--- src/rtl/tile_pkg.sv ---
`default_nettype none
// ============================================================================
// Module   : tile_pkg
// Brief    : Shared screen/tile constants and the tile scheduler state
//            encoding. The tile drawer shares the screen constants.
// Revision : 1.0 - initial release
// ============================================================================
package tile_pkg;

  localparam int SCREEN_W = 160;
  localparam int SCREEN_H = 120;
  localparam int TILE_W   = 8;

  // 3-bit state encodings for the frame sequencer
  localparam logic [2:0] ST_IDLE    = 3'd0;
  localparam logic [2:0] ST_FETCH   = 3'd1;
  localparam logic [2:0] ST_LATCH   = 3'd2;
  localparam logic [2:0] ST_ISSUE   = 3'd3;
  localparam logic [2:0] ST_RELEASE = 3'd4;
  localparam logic [2:0] ST_ADVANCE = 3'd5;
  localparam logic [2:0] ST_DONE    = 3'd6;

  typedef enum logic [2:0] {
    S_IDLE    = ST_IDLE,
    S_FETCH   = ST_FETCH,
    S_LATCH   = ST_LATCH,
    S_ISSUE   = ST_ISSUE,
    S_RELEASE = ST_RELEASE,
    S_ADVANCE = ST_ADVANCE,
    S_DONE    = ST_DONE
  } state_e;

endpackage
`default_nettype wire

--- src/rtl/tile_grid_counter.sv ---
`default_nettype none
// ============================================================================
// Module   : tile_grid_counter
// Brief    : Row-major column/row counter over a COLS x ROWS tile grid with
//            clear, advance and wrap, plus a last-tile flag.
// Revision : 1.0 - initial release
// ============================================================================
module tile_grid_counter #(
  parameter int COLS  = 20,
  parameter int ROWS  = 15,
  parameter int COL_W = $clog2(COLS),
  parameter int ROW_W = $clog2(ROWS)
) (
  input  logic             Clock,
  input  logic             Resetn,
  input  logic             clear,
  input  logic             advance,
  output logic [COL_W-1:0] col,
  output logic [ROW_W-1:0] row,
  output logic             last_tile
);

  localparam logic [COL_W-1:0] COL_LAST = COL_W'(COLS - 1);
  localparam logic [ROW_W-1:0] ROW_LAST = ROW_W'(ROWS - 1);

  logic [COL_W-1:0] col_q, col_d;
  logic [ROW_W-1:0] row_q, row_d;

  // Next position: clear wins over advance; column wraps into the next row
  always_comb begin
    col_d = col_q;
    row_d = row_q;
    if (clear) begin
      col_d = '0;
      row_d = '0;
    end else if (advance) begin
      if (col_q == COL_LAST) begin
        col_d = '0;
        row_d = (row_q == ROW_LAST) ? '0 : row_q + 1'b1;
      end else begin
        col_d = col_q + 1'b1;
      end
    end
  end

  // Position registers
  always_ff @(posedge Clock) begin
    if (!Resetn) begin
      col_q <= '0;
      row_q <= '0;
    end else begin
      col_q <= col_d;
      row_q <= row_d;
    end
  end

  assign col       = col_q;
  assign row       = row_q;
  assign last_tile = (col_q == COL_LAST) && (row_q == ROW_LAST);

endmodule
`default_nettype wire

--- src/rtl/tile_scheduler.sv ---
`default_nettype none
// ============================================================================
// Module   : tile_scheduler
// Brief    : Frame sequencer for the 8x8 tile drawer. Walks the screen tile
//            grid row-major, fetches each tile index from the tilemap RAM at
//            a scrolled column, and runs the drawer Enable/Done handshake.
// Revision : 1.0 - initial release
// ============================================================================
module tile_scheduler #(
  parameter int COLS     = 20,
  parameter int ROWS     = 15,
  parameter int TILE_W   = tile_pkg::TILE_W,
  parameter int MAP_COLS = 64,
  parameter int MAP_AW   = 10,
  parameter int SEL_W    = 4
) (
  input  logic                        Clock,
  input  logic                        Resetn,
  input  logic                        Start,
  input  logic [$clog2(MAP_COLS)-1:0] ScrollCol,
  output logic [MAP_AW-1:0]           MapAddr,
  input  logic [SEL_W-1:0]            MapData,
  output logic [7:0]                  TileX,
  output logic [6:0]                  TileY,
  output logic [SEL_W-1:0]            TileSel,
  output logic                        TileEnable,
  input  logic                        TileDone,
  output logic                        Busy,
  output logic                        FrameDone
);

  import tile_pkg::*;

  localparam int SCROLL_W = $clog2(MAP_COLS);
  localparam int COL_W    = $clog2(COLS);
  localparam int ROW_W    = $clog2(ROWS);

  state_e              state_q, state_d;
  logic [SCROLL_W-1:0] scroll_q, scroll_d;
  logic [SEL_W-1:0]    tile_sel_q, tile_sel_d;

  logic                grid_clear;
  logic                grid_advance;
  logic                last_tile;
  logic [COL_W-1:0]    col;
  logic [ROW_W-1:0]    row;
  logic [SCROLL_W-1:0] map_col;

  tile_grid_counter #(
    .COLS  (COLS),
    .ROWS  (ROWS),
    .COL_W (COL_W),
    .ROW_W (ROW_W)
  ) u_grid (
    .Clock     (Clock),
    .Resetn    (Resetn),
    .clear     (grid_clear),
    .advance   (grid_advance),
    .col       (col),
    .row       (row),
    .last_tile (last_tile)
  );

  // State, scroll latch and tile index registers
  always_ff @(posedge Clock) begin
    if (!Resetn) begin
      state_q    <= S_IDLE;
      scroll_q   <= '0;
      tile_sel_q <= '0;
    end else begin
      state_q    <= state_d;
      scroll_q   <= scroll_d;
      tile_sel_q <= tile_sel_d;
    end
  end

  // Sequencer: next state, grid control and handshake outputs
  always_comb begin
    state_d      = state_q;
    scroll_d     = scroll_q;
    tile_sel_d   = tile_sel_q;
    grid_clear   = 1'b0;
    grid_advance = 1'b0;
    TileEnable   = 1'b0;
    FrameDone    = 1'b0;
    case (state_q)
      S_IDLE: begin
        // Scroll is captured only here, so changes mid-frame are ignored
        if (Start) begin
          scroll_d   = ScrollCol;
          grid_clear = 1'b1;
          state_d    = S_FETCH;
        end
      end
      S_FETCH: state_d = S_LATCH;
      S_LATCH: begin
        // RAM data for the address presented in FETCH is valid now
        tile_sel_d = MapData;
        state_d    = S_ISSUE;
      end
      S_ISSUE: begin
        TileEnable = 1'b1;
        if (TileDone) state_d = S_RELEASE;
      end
      S_RELEASE: begin
        // Drawer holds Done until it sees Enable low; wait for it to clear
        if (!TileDone) state_d = S_ADVANCE;
      end
      S_ADVANCE: begin
        if (last_tile) begin
          state_d = S_DONE;
        end else begin
          grid_advance = 1'b1;
          state_d      = S_FETCH;
        end
      end
      S_DONE: begin
        FrameDone = 1'b1;
        state_d   = S_IDLE;
      end
      default: state_d = S_IDLE;
    endcase
  end

  // Position outputs derived from the registered grid and scroll; zero when idle
  always_comb begin
    map_col = scroll_q + SCROLL_W'(col);
    MapAddr = '0;
    TileX   = '0;
    TileY   = '0;
    if (Busy) begin
      MapAddr = MAP_AW'(row) * MAP_AW'(MAP_COLS) + MAP_AW'(map_col);
      TileX   = 8'(col) * 8'(TILE_W);
      TileY   = 7'(row) * 7'(TILE_W);
    end
  end

  assign Busy    = (state_q != S_IDLE);
  assign TileSel = tile_sel_q;

endmodule
`default_nettype wire

--- config.mk ---
export PLATFORM = sky130hd
export DESIGN_NAME = tile_scheduler
export DESIGN_NICKNAME = d
export VERILOG_FILES = /design/src/rtl/tile_pkg.sv /design/src/rtl/tile_grid_counter.sv /design/src/rtl/tile_scheduler.sv
export SDC_FILE = /design/constraint.sdc
export NUM_CORES = 1
export LEC_CHECK = 0
export CAP_MARGIN = 20
export CORE_MARGIN = 1
export CORE_UTILIZATION = 35
export CTS_CLUSTER_SIZE = 40
export DETAILED_ROUTE_END_ITERATION = 8
export GPL_TIMING_DRIVEN = 1
export HOLD_SLACK_MARGIN = 0.05
export PLACE_DENSITY_LB_ADDON = 0.08
export REMOVE_ABC_BUFFERS = 1
export SETUP_SLACK_MARGIN = 0.2
export SLEW_MARGIN = 30
export SYNTH_ARGS = -nofsm -noshare
export SYNTH_HDL_FRONTEND = slang
export SYNTH_HIERARCHICAL = 1
export SYNTH_SLANG_ARGS = --single-unit
--- constraint.sdc ---
create_clock -name Clock -period 2.33 [get_ports Clock]
set_input_delay 0.466 -clock Clock [delete_from_list [all_inputs] [get_ports Clock]]
set_output_delay 0.466 -clock Clock [all_outputs]
set_load 0.05 [all_outputs]
==> results of run 1 <==
synthesized netlist by cell type, drive strengths merged (2+ instances only):
cell    instances  area share [%]
nor3            3             1.4
or4             2             1.0
a211oi          2             1.0
o211a           2             1.4
and3            2            0.85
a21oi           7             2.4
nand4           2            0.85
inv             4             1.0
nand4b          2             1.2
buf            15             7.3
nor3b           3             2.3
a21boi          3             1.5
o21ai           6             2.0
nor2            9             2.3
ha              6             5.1
nor4b           2             1.6
mux2i          12             8.1
nand2           7             1.8
nand2b          2            0.85
clkbuf          2            0.51
nand3           2            0.68
nor2b          16             6.8
dfxtp          22              30
a21o            2             1.0
or3             3             1.3
and2           11             4.7
worst reg2reg max path, stage by stage (launching register included):
cell and delay (ns):
dfxtp_2 0.34, buf_4 0.15, ha_4 0.17, nand4bb_4 0.11
nor3_2 0.08, nor4b_2 0.33, inv_1 0.12, or4_1 0.54
o211a_1 0.15
cells by family (layout without fill, tap and decap cells):
logic type | Yosys count | in the layout | share of synthesized area, %
compound gates | 27 | 27 | 12.18
xor+xnor | 2 | 2 | 1.185
fa+ha+maj | 7 | 7 | 6.430
buf+inv | 21 | 64 | 8.798
flops | 22 | 22 | 29.78
mux | 13 | 13 | 8.884
other cells | 1 | 6 | 0.2536
simple gates | 72 | 72 | 32.49
routing by layer:
metal	up-vias	GRT usage (%)	routed length, um
li1	661	-	-
met1	638	18.58	1570
met2	53	28.50	1921
met3	2	3.253	208
met4	0	3.457	17
met5	-	0	0
area by class of cell:
cell class / instances / share of cell area [%]
well taps: 50 / 2.599
clock inverters: 1 / 1.247
multi-input cells: 127 / 44.44
inverters: 4 / 0.6237
flip-flops and latches: 22 / 18.81
repair buffers: 56 / 30.56
clock buffers: 3 / 1.715
sequential cells by signal (all words and copies together) (netlist names):
signal / cells
u_grid/row: 4
state_q: 3
u_grid/col: 5
TileSel: 4
scroll_q: 6
cells in the final DEF, fill, tap and decap left out, types with 4 or more instances in the layout:
cell type	instances
mux2i_1	12
dfxtp_1	16
dfxtp_2	4
buf_12	18
nor2_1	7
conb_1	6
o21ai_0	4
clkdlybuf4s50_1	17
ha_4	5
nor2b_1	16
and2_1	11
nand2_1	7
a21oi_1	5
buf_4	17
timing repair:
action,CTS,global route
hold endpoints to repair,0,0
setup buffers,3,6
setup endpoints to repair,15,14
pin swaps,8,8
gates resized for setup,29,10
where the power goes:
| part | leakage [uW] | total, uW | internal [uW] | switching, uW |
|---|---|---|---|---|
| Clock | 0.0000357 | 363 | 229 | 134 |
| Combinational | 0.000746 | 297 | 136 | 161 |
| Sequential | 0.000182 | 410 | 391 | 19.3 |
| Total | 0.000964 | 1070 | 757 | 314 |
final timing paths:
path	start	to	cells after the start	slack (ns)
max	scroll_q[0]	MapAddr[4]	6	-0.05
min	TileSel[2]	TileSel[2]	2	0.53
max reg2reg	u_grid/col[0]	u_grid/row[2]	8	0.24
min reg2reg	TileSel[2]	TileSel[2]	2	0.53
through the flow:
stage | TNS, ns | std cells | worst slack [ns] | power (uW)
finish | -0.1095 | 263 | -0.04796 | 1070
global placement | 0 | 250 | 0.07610 | 683.7
detailed placement | 0 | 250 | 0.07417 | 688.2
floorplan | -1.607 | 153 | -0.2992 | 571.7
global route | -0.2683 | 263 | -0.1105 | 1111
CTS | -0.08642 | 257 | -0.08177 | 1066
==> results by group, run 1 <==
Place
  • Port Buffers: 39
  • Placement Cell Area: 0.002093 sq mm
  • GP Congestion: 0.8407
  • Post-DP HPWL: 2.555 mm

Clock tree
  • CTS clk-pin slew, worst paths: 0.09 ns
  • Post-CTS Hold Buffers: 0
  • Clk buf depth: 2
  • CTS tree: yes
  • H-tree depth: 1
  • Cts bufs inserted: 3
  • Clk_lat worst skew: 0.26 ns
  • Clock root buffer: clkbuf_8
  • Clock sink count: 22

Job
  • Max cap viols: 0

Worst setup path
  • Critical path required time: 1.86 ns
  • CP arrival: 1.91 ns
  • Crit path launch type: flip-flop
  • Critical-path top delay cell: dfxtp_2
  • Crit path kind: reg2out
  • CP peak stage delay: 0.34 ns
  • Critical path, cell by cell: ha_4 > fa_2 > a21o_1 > a21oi_2 > mux2i_1 > bufbuf_16
  • Critical path's top delay family: adder cells
  • Crit path buffers/inverters: 1
  • CP Max Fanout: 2
  • Crit path capture type: output port

STA
  • Pins Over Slew Limit: 0
  • Setup WS post-layout: -0.04796 ns
  • RSZ-0062 raised after global routing: yes
  • Slew Limit Headroom: 66.85%
  • Worst Tran Pin Value: 0.4957 ns
  • Skew final: 0.005587 ns
  • Fin crit share: 102.1%
  • # setup viols final: 3
  • Final Critical Period: 2.378 ns
  • Final Hold Viols: 0
  • Fmax: 0.4205 GHz
  • Hold WS: 0.5272 ns

GRT
  • Vias in the first global route: 1,251
  • Largest net degree at the start of global routing: 14
  • Total track usage: 15.72%
  • Initial antenna violation count: 0
  • First-pass GRT wire length: 5.444 mm
  • Total grt overflow: 0

Layout
  • Area Overhead vs Synth: 62.78%
  • Finished layout cell area: 0.002407 sq mm
  • Seq. cell area: 452.9 sq um
  • Multi-input logic area: 0.001070 sq mm
  • ANT cells: 0
  • Nets: 235
  • Post-layout util: 59.75%
  • Fillers: 329
  • Share of layout cells above drive strength 1: 35.21%

Routing
  • First-pass detailed-route iteration total: 4
  • Total number of vias: 1,354
  • Initial detailed-routing violation count: 50
  • ANT nets after route: 0
  • Routed WL: 3.718 mm
  • Vias per inst: 5.148
  • Drt drc: 0
  • WL/cell: 14.14 um

Yosys
  • Synth warn: 6
  • Netlist Area Pre-Place: 0.001479 sq mm
  • Synth unique cells: 47
  • Post-synthesis register bit count: 22
  • Ys flop type: dfxtp_1
  • Seq/Total Area, Yosys: 29.78%
  • Asr flop ratio synth: 0%
  • Post-synth EDFFs: 0
  • Synth Area per Inst: 8.963 sq um
  • Mapped Cells: 165

Status
  • Failing checks: negative setup slack
  • Outcome: finished, violations left

Floorplan
  • Io pins: 46
  • Chip width: 67.01 um
  • Die area: 0.004490 sq mm
  • Die H: 67.01 um
  • Starting Density: 36.71%
  • FP Rows: 23
  • Core box area: 0.004029 sq mm

Pwr
  • Pwr dens: 444.6 mW/mm^2
  • Leak Pwr: 0.0009639 uW
  • VDD IR max: 0.3359 mV

Hold path
  • Worst hold path type: reg2reg
(Power assumes the default switching activity.)
==> run 2, diff against run 1 <==
- CTS_CLUSTER_SIZE: 40 -> not set
==> results of run 2 <==
Final layout, timing and power as in run 1 (identical DEF).
==> run 3, diff against run 2 <==
- HOLD_SLACK_MARGIN: 0.05 -> 0.15
==> results of run 3 <==
Final layout, timing and power as in run 1 (identical DEF).
